[config.mk]
export PLATFORM = sky130hd
export DESIGN_NAME = dmem_arbiter
export DESIGN_NICKNAME = d
export VERILOG_FILES = /design/src/rtl/dmem_arb_pkg.sv /design/src/rtl/dmem_load_align.sv /design/src/rtl/dmem_arbiter.sv
export SDC_FILE = /design/constraint.sdc
export NUM_CORES = 1
export LEC_CHECK = 0
export CAP_MARGIN = 20
export CORE_AREA = 5 5 118 120
export DETAILED_ROUTE_END_ITERATION = 12
export DIE_AREA = 0 0 123 125
export DONT_BUFFER_PORTS = 1
export HOLD_SLACK_MARGIN = 0.12
export PLACE_DENSITY = 0.5
export SYNTH_ARGS = -nofsm -noshare
export SYNTH_HDL_FRONTEND = slang
export SYNTH_SLANG_ARGS = --single-unit
[constraint.sdc]
create_clock -name clk -period 2.3 [get_ports clk]
set_input_delay 0.575 -clock clk [delete_from_list [all_inputs] [get_ports clk]]
set_output_delay 0.575 -clock clk [all_outputs]
set_load 0.02 [all_outputs]
[src/rtl/dmem_arb_pkg.sv]
// Shared encodings and helpers for the data-memory arbiter: access-size codes,
// byte-lane enables and the alignment check.
package dmem_arb_pkg;

  localparam logic [1:0] SZ_BYTE = 2'b00;
  localparam logic [1:0] SZ_HALF = 2'b01;
  localparam logic [1:0] SZ_WORD = 2'b10;
  localparam logic [1:0] SZ_ILL  = 2'b11;

  // Load response captured at grant time, consumed one cycle later.
  typedef struct packed {
    logic       valid;
    logic       port;
    logic       err;
    logic [1:0] off;
    logic [1:0] size;
    logic       sext;
  } resp_t;

  function automatic logic [3:0] lane_sel(input logic [1:0] size, input logic [1:0] off);
    logic [3:0] sel;
    case (size)
      SZ_BYTE: sel = 4'b0001 << off;
      SZ_HALF: sel = off[1] ? 4'b1100 : 4'b0011;
      SZ_WORD: sel = 4'b1111;
      default: sel = 4'b0000;
    endcase
    return sel;
  endfunction

  function automatic logic misaligned(input logic [1:0] size, input logic [1:0] off);
    logic bad;
    case (size)
      SZ_BYTE: bad = 1'b0;
      SZ_HALF: bad = off[0];
      SZ_WORD: bad = (off != 2'b00);
      default: bad = 1'b1;
    endcase
    return bad;
  endfunction

endpackage

[src/rtl/dmem_load_align.sv]
// Picks the addressed byte/half out of a memory word, moves it to bit 0 and
// sign- or zero-extends it; full words pass straight through.
module dmem_load_align
  import dmem_arb_pkg::*;
(
  input  logic [31:0] rdata,
  input  logic [1:0]  off,
  input  logic [1:0]  size,
  input  logic        sext,
  output logic [31:0] data
);

  logic [7:0]  byte_v;
  logic [15:0] half_v;

  always_comb begin
    byte_v = rdata[{off, 3'b000} +: 8];
    half_v = off[1] ? rdata[31:16] : rdata[15:0];
    case (size)
      SZ_BYTE: data = {{24{sext & byte_v[7]}}, byte_v};
      SZ_HALF: data = {{16{sext & half_v[15]}}, half_v};
      default: data = rdata;
    endcase
  end

endmodule

[src/rtl/dmem_arbiter.sv]
// Two-port arbiter/sequencer for the single-ported data memory (port 0 CPU,
// port 1 debug/DMA). Define DMEM_ARB_RR_EN for round-robin, else port 0 wins.
module dmem_arbiter
  import dmem_arb_pkg::*;
#(
  parameter int ADDR_W = 32,
  parameter int DATA_W = 32
) (
  input  logic              clk,
  input  logic              reset,
  input  logic              req_0,
  input  logic              we_0,
  input  logic [ADDR_W-1:0] addr_0,
  input  logic [1:0]        size_0,
  input  logic              sext_0,
  input  logic [DATA_W-1:0] wdata_0,
  output logic              gnt_0,
  output logic              rvalid_0,
  output logic [DATA_W-1:0] rdata_0,
  output logic              err_0,
  input  logic              req_1,
  input  logic              we_1,
  input  logic [ADDR_W-1:0] addr_1,
  input  logic [1:0]        size_1,
  input  logic              sext_1,
  input  logic [DATA_W-1:0] wdata_1,
  output logic              gnt_1,
  output logic              rvalid_1,
  output logic [DATA_W-1:0] rdata_1,
  output logic              err_1,
  output logic              mem_we,
  output logic [ADDR_W-1:0] mem_addr,
  output logic [3:0]        mem_wdata_sel,
  output logic [DATA_W-1:0] mem_wdata,
  input  logic [DATA_W-1:0] mem_rdata
);

  logic              any_req;
  logic              win;
  logic              g_we;
  logic [ADDR_W-1:0] g_addr;
  logic [1:0]        g_size;
  logic              g_sext;
  logic [DATA_W-1:0] g_wdata;
  logic              g_err;
  logic [DATA_W-1:0] rep_wdata;
  logic [ADDR_W-1:0] last_addr_q, last_addr_d;
  resp_t             resp_q, resp_d;
  logic [31:0]       aligned;
  logic [1:0]        rv_v;
  logic [1:0]        er_v;
  logic [DATA_W-1:0] rd_v [2];

  assign any_req = req_0 | req_1;

`ifdef DMEM_ARB_RR_EN
  logic ptr_q, ptr_d;

  // Pointer names the favoured port and flips away from whoever was just granted.
  always_comb begin
    win   = (req_0 & req_1) ? ptr_q : req_1;
    ptr_d = ptr_q;
    if (any_req) ptr_d = ~win;
  end

  always_ff @(posedge clk or posedge reset) begin
    if (reset) ptr_q <= 1'b0;
    else       ptr_q <= ptr_d;
  end
`else
  always_comb begin
    win = ~req_0;
  end
`endif

  assign gnt_0 = any_req & ~win;
  assign gnt_1 = any_req & win;

  always_comb begin
    g_we    = win ? we_1    : we_0;
    g_addr  = win ? addr_1  : addr_0;
    g_size  = win ? size_1  : size_0;
    g_sext  = win ? sext_1  : sext_0;
    g_wdata = win ? wdata_1 : wdata_0;
    g_err   = misaligned(g_size, g_addr[1:0]);
  end

  always_comb begin
    case (g_size)
      SZ_BYTE: rep_wdata = {4{g_wdata[7:0]}};
      SZ_HALF: rep_wdata = {2{g_wdata[15:0]}};
      default: rep_wdata = g_wdata;
    endcase
  end

  // Faulting accesses are granted but never reach the memory write port.
  always_comb begin
    mem_we        = any_req & g_we & ~g_err;
    mem_wdata_sel = mem_we ? lane_sel(g_size, g_addr[1:0]) : 4'b0000;
    mem_wdata     = mem_we ? rep_wdata : '0;
    mem_addr      = any_req ? g_addr : last_addr_q;
    last_addr_d   = mem_addr;
  end

  always_comb begin
    resp_d       = '0;
    resp_d.valid = any_req & (~g_we | g_err);
    resp_d.port  = win;
    resp_d.err   = g_err;
    resp_d.off   = g_addr[1:0];
    resp_d.size  = g_size;
    resp_d.sext  = g_sext;
  end

  always_ff @(posedge clk or posedge reset) begin
    if (reset) begin
      last_addr_q <= '0;
      resp_q      <= '0;
    end else begin
      last_addr_q <= last_addr_d;
      resp_q      <= resp_d;
    end
  end

  dmem_load_align u_align (
    .rdata (mem_rdata),
    .off   (resp_q.off),
    .size  (resp_q.size),
    .sext  (resp_q.sext),
    .data  (aligned)
  );

  generate
    for (genvar gi = 0; gi < 2; gi++) begin : g_port
      assign rv_v[gi] = resp_q.valid & (resp_q.port == 1'(gi));
      assign er_v[gi] = rv_v[gi] & resp_q.err;
      assign rd_v[gi] = (rv_v[gi] & ~resp_q.err) ? aligned : '0;
    end
  endgenerate

  assign rvalid_0 = rv_v[0];
  assign err_0    = er_v[0];
  assign rdata_0  = rd_v[0];
  assign rvalid_1 = rv_v[1];
  assign err_1    = er_v[1];
  assign rdata_1  = rd_v[1];

endmodule

# After elaboration in Yosys (flattened, before gate mapping)
# Cells that the tools add are included.
totals:
  output_inout_bits: 139
  reg_bits: 40
  input_bits: 172
  wordCells: 51
op_classes:
  n_eq_ne: 3
  bitwise: 20
  n_reduce_logical: 3
  mux: 16
  n_shift: 2
op_table:
  columns: ["operator", "n"]
  rows:
  - ["two-way mux 32 bit", 6]
  - ["case mux 32 bit (2 select lines)", 2]
  - ["indexed part select 32 x 6 -> 8 bit", 1]
  - ["two-way mux 16 bit", 1]
  - ["AND 1 bit", 13]
  - ["case mux 4 bit (3 select lines)", 1]
  - ["two-way mux 4 bit", 2]
  - ["NOT 1 bit", 5]
  - ["equality test 2 x 1 -> 1 bit, second input constant", 2]
  - ["logical NOT 2 bit", 2]
  - ["<< shifter 1 x 2 -> 4 bit, first input constant", 1]
  - ["case mux 1 bit (3 select lines)", 1]
  - ["equality test 2 bit, second input constant", 1]
  - ["two-way mux 1 bit", 2]
  - ["two-way mux 2 bit", 1]
  - ["bitwise OR 1 bit", 2]
  - ["nonzero test 2 bit", 1]

# Logic depth before layout (Yosys ltp)
depth:
  word_depth: 6
  ltp_mapped: 7
  mapped_depth_nobuf: 4

# Hierarchy
# A second synthesis with hierarchy kept.
unflattened:
  cells_unflattened: 492
  hier_area_um2: 3993.8
by_module_without_submodules:
  columns: ["module", "area_per_inst_um2", "cells_each", "seq_area_each_um2", "instances"]
  rows:
  - ["dmem_arbiter", 3288.2, 369, 1001.0, 1]
  - ["dmem_load_align", 705.7, 123, 0.0, 1]

# Least setup slack after synthesis
# OpenSTA, ideal clock, no wires.
synth_path:
  kind: "input port to output port"
  start: "input port req_1"
  end: "output port mem_wdata_sel[0]"
  n_path_buf: 1
  path_stages: 4
  setup_slack_ns: -0.687
  t_arrival_ns: 2.412
  required_time_ns: 1.725
  path_cell_list: "clkbuf_1 > nor2b_1 > a22oi_1 > a2111oi_0"
synth_via:
  elab_chain_len: 4
synth_lines:
  columns: ["element", "line", "source"]
  rows:
  - ["start, declared", "dmem_arbiter.sv:21", "input logic req_1,"]
  - ["bitwise OR 1 bit", "dmem_arbiter.sv:54", "assign any_req = req_0 | req_1;"]
  - ["AND 1 bit (2 in series)", "dmem_arbiter.sv:98", "mem_we = any_req & g_we & ~g_err;"]
  - ["two-way mux 4 bit", "dmem_arbiter.sv:99", "mem_wdata_sel = mem_we ? lane_sel(g_size, g_addr[1:0]) : 4'b0000;"]
  - ["end, declared", "dmem_arbiter.sv:33", "output logic [3:0] mem_wdata_sel,"]
# Every way passes these cells.

# Worst setup path after layout
layout_path:
  start: "register resp_q[4] in the netlist's numbering"
  end: "output port rdata_0[17]"
layout_via:
  elab_chain_len: 4
  elab_cells_between_ends: 6
  classes_between: "shift (1); mux (3); bitwise (2)"
layout_lines:
  columns: ["element", "line", "source"]
  rows:
  - ["start, declared", "dmem_arbiter.sv:48", "resp_t resp_q, resp_d;"]
  - ["start signal, assigned", "dmem_arbiter.sv:121", "resp_q <= resp_d;"]
  - ["indexed part select 32 x 6 -> 8 bit / two-way mux 16 bit (equally long branches)", "dmem_load_align.sv:17, dmem_load_align.sv:18", null]
  - ["AND 1 bit (on tied branches)", "dmem_load_align.sv:20, dmem_load_align.sv:21", null]
  - ["case mux 32 bit (2 select lines) *", "dmem_load_align.sv:19", "case (size)"]
  - ["two-way mux 32 bit *", "dmem_arbiter.sv:137", "assign rd_v[gi] = (rv_v[gi] & ~resp_q.err) ? aligned : '0;"]
  - ["end, declared", "dmem_arbiter.sv:19", "output logic [DATA_W-1:0] rdata_0,"]
# Every way passes the cells marked *; elsewhere a longest branch is shown, timed or not.

==> reports/metrics.cfg <==
[critical_path]
max_stage_delay_ns=0.56
cp_cell_sequence=mux2i_2 > mux2i_1 > or4b_4 > buf_12 > nand2_2 > buf_6
cp_max_fo=8
start_kind=flip-flop
crit_buf_inv=2
arrival_ns=2.02
cp_slowest_cell=or4b_4
critical_path_class=flip-flop to primary output
required_ns=1.73
crit_family=simple AND/OR/NAND/NOR gates
cp-end-kind=primary output

[die]
dieArea_mm2=0.0154
start_util=0.281
fp.dieH_um=125
die_w_um=123
core_mm2=0.0129
ios=311
rows=42

[sta]
setup_slack_ns=-0.296
max_freq_mhz=385
timing.slew.headroom=0.631
finalMaxSlewViolations=0
final-hold-violation-count=0
tightestPinTransition_ns=0.551
finalCritPeriodShare=1.13
period_needed_ns=2.60
fin_skew_ns=0
whs_ns=0.309
rsz0062_at_grt=true
setup_viol=94

[logic_synthesis]
syn_area_per_cell_um2=7.47
synth_most_common_cell=nand2_1
synth_edf_count=0
synth_cell_types=35
synth_area_mm2=0.00362
ys_ff_latch=40
synth_warnings=0
synth_flop_cell=dfrtp_1
seq_area_frac_synth=0.277
synth_fp_nets=656
syn_inst=484
synth_top_area_share=0.277
yosys-top-cells-count=nand2_1 (103), mux2i_1 (73), nor2_1 (71)
async_reset_ff_frac=1.00
synth_top_cell_by_area=dfrtp_1
yosys-top-cells-area=dfrtp_1 (28%), mux2i_1 (20%), nand2_1 (11%)

[layout]
design_area_mm2=0.00628
register_area_mm2=0.00100
layout-area-overhead-vs-synth_pct=73.7
num_antenna_cells=0
layout-drive-gt1-share=0.519
fillers=1173
multi_input_area_mm2=0.00366
fin_util=0.488
finalNetCount=730

[place]
dp_slack_ns=-0.209
routabilityCongestion=0.792
numPortBuffers=0
dp_hpwl_um=11700
dpl_cell_area_mm2=0.00484

[clock_tree]
clockBufferDepth=2
cts-buffers-inserted=5
clkTransAtPathRegs_ns=0.06
clock_latency_ns=0.28
clkSinkCount=40
h-tree-depth=2
clockRootBuffer=clkbuf_16
cts_tree=done
holdBufCountCts=0

[route]
drt-wirelength-per-cell_um=22.0
drt-total-wl_um=16200
vias=3970
detail-route-antenna-nets=0
drcViolationCount=0
viasPerCell=5.40
drtIter0Drc=147
drt-pass1-iter-count=4

[flow_run]
cap_violations=0

[pwr]
power.density_mw_per_mm2=465
vdd_ir_drop_max_mv=0.423
p_total_mw=2.92
p_leak_nw=2.56

[status]
violations=setup timing
status=finished, violations left

[global_routing]
grt_usage=0.183
grt_max_degree=113
antenna_found_initial=0
grt_first_pass_wirelength_um=22600
grt_pass1_vias=4169
overflow=0

[worst_hold_path]
hold_path.class=primary input to asynchronous set/reset pin

==> report_power, final <==
part | switching [mW] | total (mW) | internal [mW]
Combinational | 0.785 | 1.32 | 0.540
Clock | 0.285 | 0.800 | 0.515
Sequential | 0.0262 | 0.794 | 0.768
Total | 1.10 | 2.92 | 1.82
==> layout make-up <==
cell class	count	area share
timing repair buffer	107	0.186
inverter	7	0.00677
sequential	40	0.160
timing repair inverter	1	0.00120
multi-input combinational	396	0.584
tap	176	0.0351
clock inverter	3	0.00737
clock buffer	5	0.0199
==> worst paths after layout <==
path,start,endpoint,slack [ns],depth (start not counted)
worst max-delay path,resp_q[4],rdata_0[17],-0.30,6
worst min-delay path,reset,last_addr_q[15],0.31,2
worst max register to register,last_addr_q[18],last_addr_q[18],1.29,2
worst min register to register,last_addr_q[0],last_addr_q[0],0.60,1
max in group asynchronous,reset,resp_q[4],1.62,2
min in group clk,req_0,resp_q[6],0.40,1
==> state kept, by name, summed over array words and instances (netlist names) <==
register     flops
resp_q           8
last_addr_q     32
==> layer usage <==
layer / global-route usage / part of all wire / vias up
li1: - / - / 1826
met1: 0.194 / 0.35 / 1893
met2: 0.345 / 0.54 / 221
met3: 0.0587 / 0.088 / 30
met4: 0.0450 / 0.030 / 0
met5: 0 / 0 / -
==> cells by family after synthesis <==
kind of cell / Yosys count / share of synthesized area
AOI/OAI and AO/OA: 106 / 0.177
xor gates and xnor gates: 1 / 0.00242
buffers and inverters: 48 / 0.0595
DFF: 40 / 0.277
muxes: 89 / 0.255
and+or+nand+nor: 200 / 0.229
==> metrics by stage <==
step,TNS (ns),instances
floorplan,-5.62,484
global placement,-2.92,705
detailed placement,-3.81,705
CTS,-13.32,728
global route,-16.25,735
finish,-12.95,735
==> timing repair <==
action / 4_1_cts / 5_1_grt
pin swaps: 24 / 47
gates cloned: 6 / 1
gates resized for setup: 116 / 144
buffers inserted: 11 / 11
setup endpoints to repair: 95 / 101
==> placed cells by master, fill, tap and decap left out, types with 4 or more instances in the layout <==
cell / synthesis / layout
a211oi_4: 0 / 23
a21oi_1: 19 / 4
a21oi_2: 0 / 14
a22oi_1: 10 / 10
and3_1: 9 / 6
buf_12: 0 / 8
buf_4: 4 / 45
buf_6: 1 / 46
buf_8: 0 / 4
clkbuf_16: 0 / 6
dfrtp_1: 40 / 38
mux2_2: 15 / 11
mux2_4: 0 / 4
mux2i_1: 73 / 60
mux2i_4: 0 / 11
nand2_1: 103 / 70
nand2_2: 0 / 7
nand2_4: 0 / 18
nand2_8: 0 / 8
nor2_1: 71 / 34
nor2_2: 0 / 11
nor2_4: 0 / 26
o21ai_1: 1 / 31
o21ai_2: 0 / 5
o22ai_4: 0 / 8
No activity file was read; power rests on OpenSTA's default activity.
